## src/rtl/bus_pkg.sv

```systemverilog
// bus_pkg: shared widths, mode encoding and slave port state encoding for the serial bus.
package bus_pkg;
   localparam int ADDR_WIDTH = 12;
   localparam int DATA_WIDTH = 8;
   localparam int SLAVE_SEL_BITS = 2;
   localparam logic MODE_READ = 1'b1;
   localparam logic MODE_WRITE = 1'b0;
   typedef enum logic [2:0] {S_IDLE, S_ADDR, S_WDATA, S_WRITE, S_READ, S_WAIT, S_RDATA} state_t;
endpackage

```

## src/rtl/slave_piso.sv

```systemverilog
// slave_piso: parallel-load, serial-out register that returns read data LSB first.
module slave_piso #(
   parameter int W = 8
) (
   input  logic         clk,
   input  logic         reset,
   input  logic         load,
   input  logic         shift,
   input  logic [W-1:0] d,
   output logic         q
);
   logic [W-1:0] sr;
   always_ff @(posedge clk)
      if (reset) sr <= '0;
      else if (load) sr <= d;
      else if (shift) sr <= {1'b0, sr[W-1:1]};
   assign q = sr[0];
endmodule

```

## src/rtl/serial_slave_port.sv

```systemverilog
// serial_slave_port: deserialises a mode/address/data frame from the serial bus,
// performs one local memory access and serialises read data back.
module serial_slave_port
   import bus_pkg::*;
#(
   parameter int ADDR_WIDTH = bus_pkg::ADDR_WIDTH,
   parameter int DATA_WIDTH = bus_pkg::DATA_WIDTH,
   parameter int MEM_LATENCY = 1
) (
   input  logic                  clk,
   input  logic                  reset,
   input  logic                  s_sel,
   input  logic                  s_valid,
   input  logic                  s_wdata,
   output logic                  s_ready,
   output logic                  s_rdata,
   output logic                  s_rvalid,
   output logic                  txn_done,
   output logic [ADDR_WIDTH-1:0] mem_addr,
   output logic [DATA_WIDTH-1:0] mem_wdata,
   output logic                  mem_we,
   output logic                  mem_re,
   input  logic [DATA_WIDTH-1:0] mem_rdata
);
   localparam int CW = $clog2(ADDR_WIDTH > DATA_WIDTH ? ADDR_WIDTH : DATA_WIDTH) + 1;
   localparam int LW = $clog2(MEM_LATENCY) + 1;
   state_t state;
   logic [CW-1:0] cnt;
   logic [LW-1:0] lat;
   logic mode, take, piso_q, last_wait;
   // s_ready is gated by reset directly so it reads 0 throughout reset and 1 right after release
   assign s_ready = !reset && (state == S_IDLE || state == S_ADDR || state == S_WDATA);
   assign take = s_sel && s_valid && s_ready;
   assign last_wait = state == S_WAIT && lat == LW'(MEM_LATENCY - 1);
   assign s_rdata = s_rvalid & piso_q;
   slave_piso #(.W(DATA_WIDTH)) u_piso (
      .clk(clk),
      .reset(reset),
      .load(last_wait),
      .shift(state == S_RDATA),
      .d(mem_rdata),
      .q(piso_q)
   );
   always_ff @(posedge clk) begin
      if (reset) begin
         state <= S_IDLE;
         cnt <= '0;
         lat <= '0;
         mode <= MODE_WRITE;
         mem_addr <= '0;
         mem_wdata <= '0;
         mem_we <= 1'b0;
         mem_re <= 1'b0;
         txn_done <= 1'b0;
         s_rvalid <= 1'b0;
      end else begin
         mem_we <= 1'b0;
         mem_re <= 1'b0;
         txn_done <= 1'b0;
         case (state)
            S_IDLE: if (take) begin
               mode <= s_wdata;
               cnt <= '0;
               state <= S_ADDR;
            end
            S_ADDR: if (!s_sel) begin
               cnt <= '0;
               state <= S_IDLE;
            end else if (take) begin
               mem_addr <= {s_wdata, mem_addr[ADDR_WIDTH-1:1]};
               if (cnt == CW'(ADDR_WIDTH - 1)) begin
                  cnt <= '0;
                  state <= mode == MODE_WRITE ? S_WDATA : S_READ;
                  mem_re <= mode == MODE_READ;
               end else cnt <= cnt + 1'b1;
            end
            S_WDATA: if (!s_sel) begin
               cnt <= '0;
               state <= S_IDLE;
            end else if (take) begin
               mem_wdata <= {s_wdata, mem_wdata[DATA_WIDTH-1:1]};
               if (cnt == CW'(DATA_WIDTH - 1)) begin
                  cnt <= '0;
                  state <= S_WRITE;
                  mem_we <= 1'b1;
                  txn_done <= 1'b1;
               end else cnt <= cnt + 1'b1;
            end
            S_WRITE: state <= S_IDLE;
            S_READ: begin
               lat <= '0;
               state <= S_WAIT;
            end
            S_WAIT: if (last_wait) begin
               lat <= '0;
               cnt <= '0;
               s_rvalid <= 1'b1;
               txn_done <= DATA_WIDTH == 1;
               state <= S_RDATA;
            end else lat <= lat + 1'b1;
            S_RDATA: if (cnt == CW'(DATA_WIDTH - 1)) begin
               cnt <= '0;
               s_rvalid <= 1'b0;
               state <= S_IDLE;
            end else begin
               cnt <= cnt + 1'b1;
               txn_done <= cnt == CW'(DATA_WIDTH - 2);
            end
            default: state <= S_IDLE;
         endcase
      end
   end
endmodule

```

## config.mk

```make
export PLATFORM = sky130hd
export DESIGN_NAME = serial_slave_port
export DESIGN_NICKNAME = d
export VERILOG_FILES = /design/src/rtl/bus_pkg.sv /design/src/rtl/slave_piso.sv /design/src/rtl/serial_slave_port.sv
export SDC_FILE = /design/constraint.sdc
export NUM_CORES = 1
export LEC_CHECK = 0
export BUFFER_PORTS_ARGS = -buffer_cell sky130_fd_sc_hd__buf_4
export CAP_MARGIN = 20
export CORE_MARGIN = 1
export CORE_UTILIZATION = 45
export CTS_BUF_LIST = sky130_fd_sc_hd__clkbuf_8 sky130_fd_sc_hd__clkbuf_16
export DETAILED_ROUTE_END_ITERATION = 8
export PLACE_DENSITY_LB_ADDON = 0.1
export RECOVER_POWER = 50
export SYNTH_ARGS = -nofsm -noshare
export SYNTH_HDL_FRONTEND = slang
export SYNTH_SLANG_ARGS = --single-unit
```

## constraint.sdc

```tcl
create_clock -name clk -period 6.3 [get_ports clk]
set_clock_uncertainty 0.15 [all_clocks]
set_input_delay 0 -clock clk [delete_from_list [all_inputs] [get_ports clk]]
set_output_delay 0 -clock clk [all_outputs]
set_load 0.05 [all_outputs]
```

==> results of run 1 <==
-- registers in the layout, summed over array words and instances (netlist names) --
register	count
cnt	5
lat	1
mem_addr	12
mem_re	1
mem_wdata	8
mem_we	1
mode	1
s_rvalid	1
state	3
txn_done	1
u_piso.sr	8
-- cells by family after synthesis --
kind of cell,after synthesis
muxes,13
and+or+nand+nor,104
buffers and inverters,19
AOI/OAI and AO/OA,46
DFF,42
adders and majority gates,2
-- power by group --
part / leakage, nW / internal (W) / switching (W)
Combinational: 0.457 / 0.0000196 / 0.0000242
Sequential: 0.338 / 0.000267 / 0.00000417
Clock: 0.0556 / 0.000117 / 0.0000957
-- per-layer routing --
layer | wire length (µm) | GRT usage, % | share of wire (%) | vias up
li1 | - | - | - | 876
met1 | 1990 | 26.3 | 48 | 836
met2 | 1860 | 31.6 | 45 | 51
met3 | 212 | 5.65 | 5.1 | 9
met4 | 75 | 7.98 | 1.8 | 0
met5 | 0 | 0 | 0 | -
-- per-stage QoR --
step	instance area, µm²	utilization, %	worst slack, ns
after floorplan	1880	-	4.28
after global placement	2160	54.1	3.93
after detailed placement	2160	54.1	3.95
after CTS	2400	60.1	3.59
after global routing	2300	57.6	2.77
final	2300	57.6	2.93
-- cell usage after synthesis (3+ instances only) --
cell type,count
o21ai_1,3
a311oi_1,5
buf_2,4
dfxtp_1,42
a21oi_1,20
nor2b_1,4
nor2_1,30
a22oi_1,4
nand2_1,44
clkbuf_1,7
nand3_1,6
nand4_1,4
o21ai_0,4
inv_1,5
mux2i_1,12
-- how the worst max path moves through the flow --
stage	cells past startpoint	from	slack (ns)	endpoint
3_5_place_dp	6	cnt[0]	3.95	state[1]
3_3_place_gp	6	cnt[0]	3.93	state[1]
5_1_grt	7	reset	2.77	mem_addr[11]
2_1_floorplan	6	cnt[0]	4.28	state[1]
6_report	7	reset	2.93	mem_addr[11]
4_1_cts	6	state[0]	3.59	mem_addr[11]
-- worst reg2reg max path, stage by stage (launching register included) --
cell,delay (ns)
dfxtp_1,0.61
nor2b_1,0.39
nand2_1,0.12
nor2_1,0.60
nand2_1,0.12
a21oi_1,0.15
dlygate4sd3_1,0.57
-- what timing repair did --
action / CTS / global route
endpoints found under the hold margin: 27 / 0
buffers inserted: 0 / 0
hold buffers: 13 / 0
-- cell type report --
| class | instances | area [µm²] |
|---|---|---|
| Fill cell | 390 | 1700 |
| Inverter | 6 | 22.5 |
| Timing Repair Buffer | 51 | 314 |
| Tap cell | 50 | 62.6 |
| Sequential cell | 42 | 841 |
| Clock inverter | 3 | 41.3 |
| Multi-Input combinational cell | 165 | 952 |
| Clock buffer | 5 | 68.8 |
==> impl_metrics.json, run 1 <==
{
  "hold_viol": 0,
  "syn_area_per_cell_um2": 8.34,
  "slowest_delay_ns": 1.39,
  "rsz0062_at_grt": "no",
  "grt_pass1_vias": 1522,
  "synth_flop_cell": "dfxtp_1",
  "synth_area_leaders": "dfxtp_1 45%, nand2_1 8.8%, mux2i_1 6.4%",
  "crit_buf_inv": 3,
  "worst_hold_path_type": "reg2reg",
  "critPathMaxFanout": 43,
  "grtUsageTotal_pct": 20.3,
  "antenna_found_initial": 0,
  "ys_async_sr_fraction_pct": 0,
  "drive_gt1_share_pct": 8.09,
  "dp_hpwl_mm": 2.66,
  "reg2reg_from": "state[0]",
  "yosys.cell_types.count": 39,
  "synthCells": 226,
  "clk_latency_ns": 0.30,
  "cp.arrival_ns": 3.41,
  "drt_iter0_drc": 135,
  "report.final.setup_viol": 0,
  "critPathKind": "in2reg",
  "syn_area_mm2": 0.00188,
  "holdPathStages": 2,
  "grt_max_degree": 44,
  "vias": 1772,
  "max_freq_ghz": 0.297,
  "first_pass_iters": 5,
  "synth_top_area_share_pct": 44.6,
  "p_per_area_mw_per_mm2": 229,
  "antenna_cells": 0,
  "die_w_um": 66.7,
  "layout_commonest_cell": "nand2_1",
  "drc": 0,
  "numPortBuffers": 38,
  "cp_slowest_cell": "clkbuf_1",
  "synth-compound-area-share_pct": 16.7,
  "overflow": 0,
  "cp.required_ns": 6.34,
  "start_kind": "input port",
  "via_per_inst": 5.50,
  "r2r_cells": 6,
  "status": "finished with violations",
  "fin_crit_sh_pct": 53.5,
  "synthAdderAreaFrac_pct": 1.33,
  "routed_wl_mm": 4.13,
  "root_buffer": "clkbuf_8",
  "rows": 23,
  "crit_chain": "dlygate4sd3_1 > clkbuf_1 > nand2b_1 > nor2_1 > nand2_1 > a21oi_1 > dlygate4sd3_1",
  "maxCapViolCount": 1,
  "synth_edf_count": 0,
  "clkSinkCount": 42,
  "clk_path_buf_depth": 2,
  "layout_common_cells": "44 x nand2_1, 42 x dfxtp_1, 30 x nor2_1, 27 x clkbuf_1, 20 x a21oi_1",
  "initial_utilization_pct": 47.1,
  "slew_violations": 44,
  "synth_top_family_by_area": "simple AND/OR/NAND/NOR gates",
  "whs_endpoint": "mem_addr[0]",
  "hp-start": "mem_addr[0]",
  "ys_warn_count": 0,
  "reg2reg_slack_ns": 3.54,
  "cts_resized": 0,
  "gp_congestion": 0.801,
  "worst_slew_pin_slew_ns": 1.94,
  "final_nets": 286,
  "ys_seq_area_share_pct": 44.6,
  "synth_top_area_cell": "dfxtp_1",
  "clkSlewWorstSetupHoldPaths_ns": 0.08,
  "core_area_mm2": 0.00400,
  "holdWs_ns": 0.311,
  "layoutNonFillerInstCount": 322,
  "crit_top_cell": "dlygate4sd3_1",
  "place_inst": 301,
  "power.total_w": 0.000527,
  "ir_drop_uv": 131,
  "synth-xor-area-share_pct": 0,
  "timing.final.crit_period_ns": 3.37,
  "synth-seq-cells": 42,
  "synthSimpleGateAreaFrac_pct": 25.6,
  "syn_to_final_growth_pct": 22.2,
  "r2r_end": "mem_addr[11]",
  "violations": "max-capacitance violations, max-slew violations",
  "grt_pass1_wl_mm": 6.80,
  "critical-path-top-delay-family": "buffers and inverters",
  "ant_nets": 0,
  "synth_nets": 241,
  "crit_path_end_kind": "register",
  "slew_headroom_pct": -29.5,
  "synth_mux_area_share_pct": 6.97,
  "die_area_mm2": 0.00445,
  "h-tree-depth": 2,
  "die_h_um": 66.7,
  "cts_made_buffers": 5,
  "ios": 39,
  "leakagePower_nw": 0.851,
  "post_drt_wl_per_cell_um": 12.8,
  "tns_ns": 0,
  "cts_tree": "done"
}
No activity file was read; power rests on OpenSTA's default activity.
==> run 2, diff against run 1 <==
==> constraint.sdc (replaced) <==
create_clock -name clk -period 2.7 [get_ports clk]
set_clock_uncertainty 0.15 [all_clocks]
set_input_delay 0 -clock clk [delete_from_list [all_inputs] [get_ports clk]]
set_output_delay 0 -clock clk [all_outputs]
set_load 0.05 [all_outputs]
==> run 2 against run 1 <==
  * The run now ends clean
  * First-iteration DRC count fell by 3.0%
  * Register-to-register slack got worse by 3.4 ns
  * Clock power rose by 80%
  * Critical path depth fell by 1
  * Power rose by 110%
  * Global-route usage rose by 0.17 points
  * Via count fell by 2.3%
  * Sequential power rose by 130%
==> impl_metrics.json, run 2 (synthesis gave the netlist of run 1 again) <==
{
  "top_register": "mem_addr",
  "gp_congestion": 0.823,
  "drt_iter0_drc": 131,
  "cts_made_buffers": 5,
  "timing.final.ws_setup_ns": 0.162,
  "seq_area_um2": 842,
  "cts_tree": "done",
  "clkSlewWorstSetupHoldPaths_ns": 0.08,
  "dp_hpwl_mm": 2.74,
  "grt_pass1_wl_mm": 6.96,
  "grt_pass1_vias": 1593,
  "worst_slew_pin_slew_ns": 0.826,
  "clkSinkCount": 42,
  "overflow": 0,
  "worst_hold_path_type": "reg2reg",
  "clk_latency_ns": 0.30,
  "antenna_cells": 0,
  "status": "finished clean",
  "multi_input_area_um2": 935,
  "ant_nets": 0,
  "seq_power_share_pct": 56.5,
  "fin_crit_sh_pct": 94.0,
  "cp.required_ns": 2.74,
  "final_nets": 290,
  "layout_common_cells": "44 x nand2_1, 41 x dfxtp_1, 30 x nor2_1, 27 x clkbuf_1, 20 x a21oi_1",
  "hold_viol": 0,
  "antenna_found_initial": 0,
  "p_int_w": 0.000845,
  "tns_ns": 0,
  "drc": 0,
  "slew_headroom_pct": 44.9,
  "timing.final.crit_period_ns": 2.54,
  "postCtsSetupBuffers": 0,
  "die_area_mm2": 0.00445,
  "holdWs_ns": 0.307,
  "routed.top_layer": "met4",
  "clk_path_buf_depth": 2,
  "root_buffer": "clkbuf_8",
  "routed-wl-met2_mm": 1.96,
  "core_area_mm2": 0.00400,
  "power_frac_clock_pct": 34.2,
  "combPwrFrac_pct": 9.3,
  "layout_commonest_cell": "nand2_1",
  "power.total_w": 0.00112,
  "h-tree-depth": 2,
  "numPortBuffers": 38,
  "report.final.setup_viol": 0,
  "crit_path_end_kind": "register",
  "largest_register_ffs": 12,
  "dr_wl_met3_um": 201,
  "dpl_cell_area_mm2": 0.00219,
  "max_freq_ghz": 0.394,
  "grt_max_degree": 44,
  "initial_utilization_pct": 47.1,
  "syn_to_final_growth_pct": 21.4,
  "cp.arrival_ns": 2.58,
  "grtUsageTotal_pct": 20.5,
  "rows": 23,
  "via_per_inst": 5.33,
  "maxCapViolCount": 0,
  "p_switching_w": 0.000272,
  "drive_gt1_share_pct": 8.73,
  "p_per_area_mw_per_mm2": 488,
  "start_kind": "register",
  "routed_wl_mm": 4.13,
  "switching_share_pct": 24.4,
  "slew_violations": 0,
  "num-fill-cells": 387,
  "reg2reg_slack_ns": 0.16,
  "post_drt_wl_per_cell_um": 12.7,
  "critPathMaxFanout": 12,
  "drt-met1-wl_mm": 1.89,
  "first_pass_iters": 4,
  "ir_drop_uv": 297,
  "critPathKind": "reg2reg",
  "ios": 39,
  "die_w_um": 66.7,
  "leakagePower_nw": 0.851,
  "vias": 1731,
  "reg_top3": "mem_addr x12, mem_wdata x8, u_piso.sr x8",
  "place_ws_ns": 0.495,
  "fin_area_mm2": 0.00229,
  "rsz0062_at_grt": "no",
  "die_h_um": 66.7
}
## run 2: changes by cell type in the layout (fill, tap and decap cells not counted)
cell	previous run	this run
dlygate4sd3_1	13	14
a221oi_4	1	0
buf_4	11	14
bufinv_16	1	0
dfxtp_2	0	1
dfxtp_1	42	41
a221oi_1	0	1
## run 2: power groups by stage
| stage | Combinational, W | Clock (W) | Sequential [W] |
|---|---|---|---|
| floorplan | 0.0000695 | 0 | 0.000640 |
| global placement | 0.0000916 | 0 | 0.000647 |
| detailed placement | 0.0000910 | 0 | 0.000647 |
| CTS | 0.000108 | 0.000395 | 0.000632 |
| global route | 0.000113 | 0.000415 | 0.000633 |
| finish | 0.000104 | 0.000382 | 0.000631 |
## run 2: cell type report
| cell class | instances | area share, % |
|---|---|---|
| well taps | 50 | 2.73 |
| inverters | 6 | 0.984 |
| clock inverters | 2 | 0.492 |
| repair buffers | 55 | 15.1 |
| multi-input cells | 165 | 40.8 |
| flip-flops and latches | 42 | 36.8 |
| clock buffers | 5 | 3.01 |
## run 2: worst paths after layout
check	from	to	depth (start not counted)
worst max-delay path	state[2]	mode	6
worst min-delay path	mem_addr[0]	mem_addr[0]	2
worst min register to register	mem_addr[0]	mem_addr[0]	2
worst max register to register	state[2]	mode	6
## run 2: layer usage
metal,track usage (%),vias to the layer above
li1,-,883
met1,26.1,791
met2,31.7,48
met3,5.82,9
met4,9.31,0
met5,0,-
## run 2: what timing repair did
item | in CTS | in global routing
resized for setup | 0 | 1
hold buffers | 14 | 0
endpoints found under the setup margin | 0 | 1
hold endpoints to repair | 25 | 0
## run 2: through the flow
| step | utilization (%) | instances |
|---|---|---|
| 3_5_place_dp | 54.6 | 304 |
| 6_report | 57.2 | 325 |
| 5_1_grt | 57.2 | 325 |
| 3_3_place_gp | 54.6 | 304 |
| 2_1_floorplan | - | 226 |
| 4_1_cts | 60.2 | 325 |
## run 2: critical path, stage by stage (launching register included)
cell           delay, ns
dfxtp_2             0.45
and2b_1             0.33
nand3_1             0.15
mux2i_1             0.19
dlygate4sd3_1       0.57
nor2_1              0.04
dlygate4sd3_1       0.56
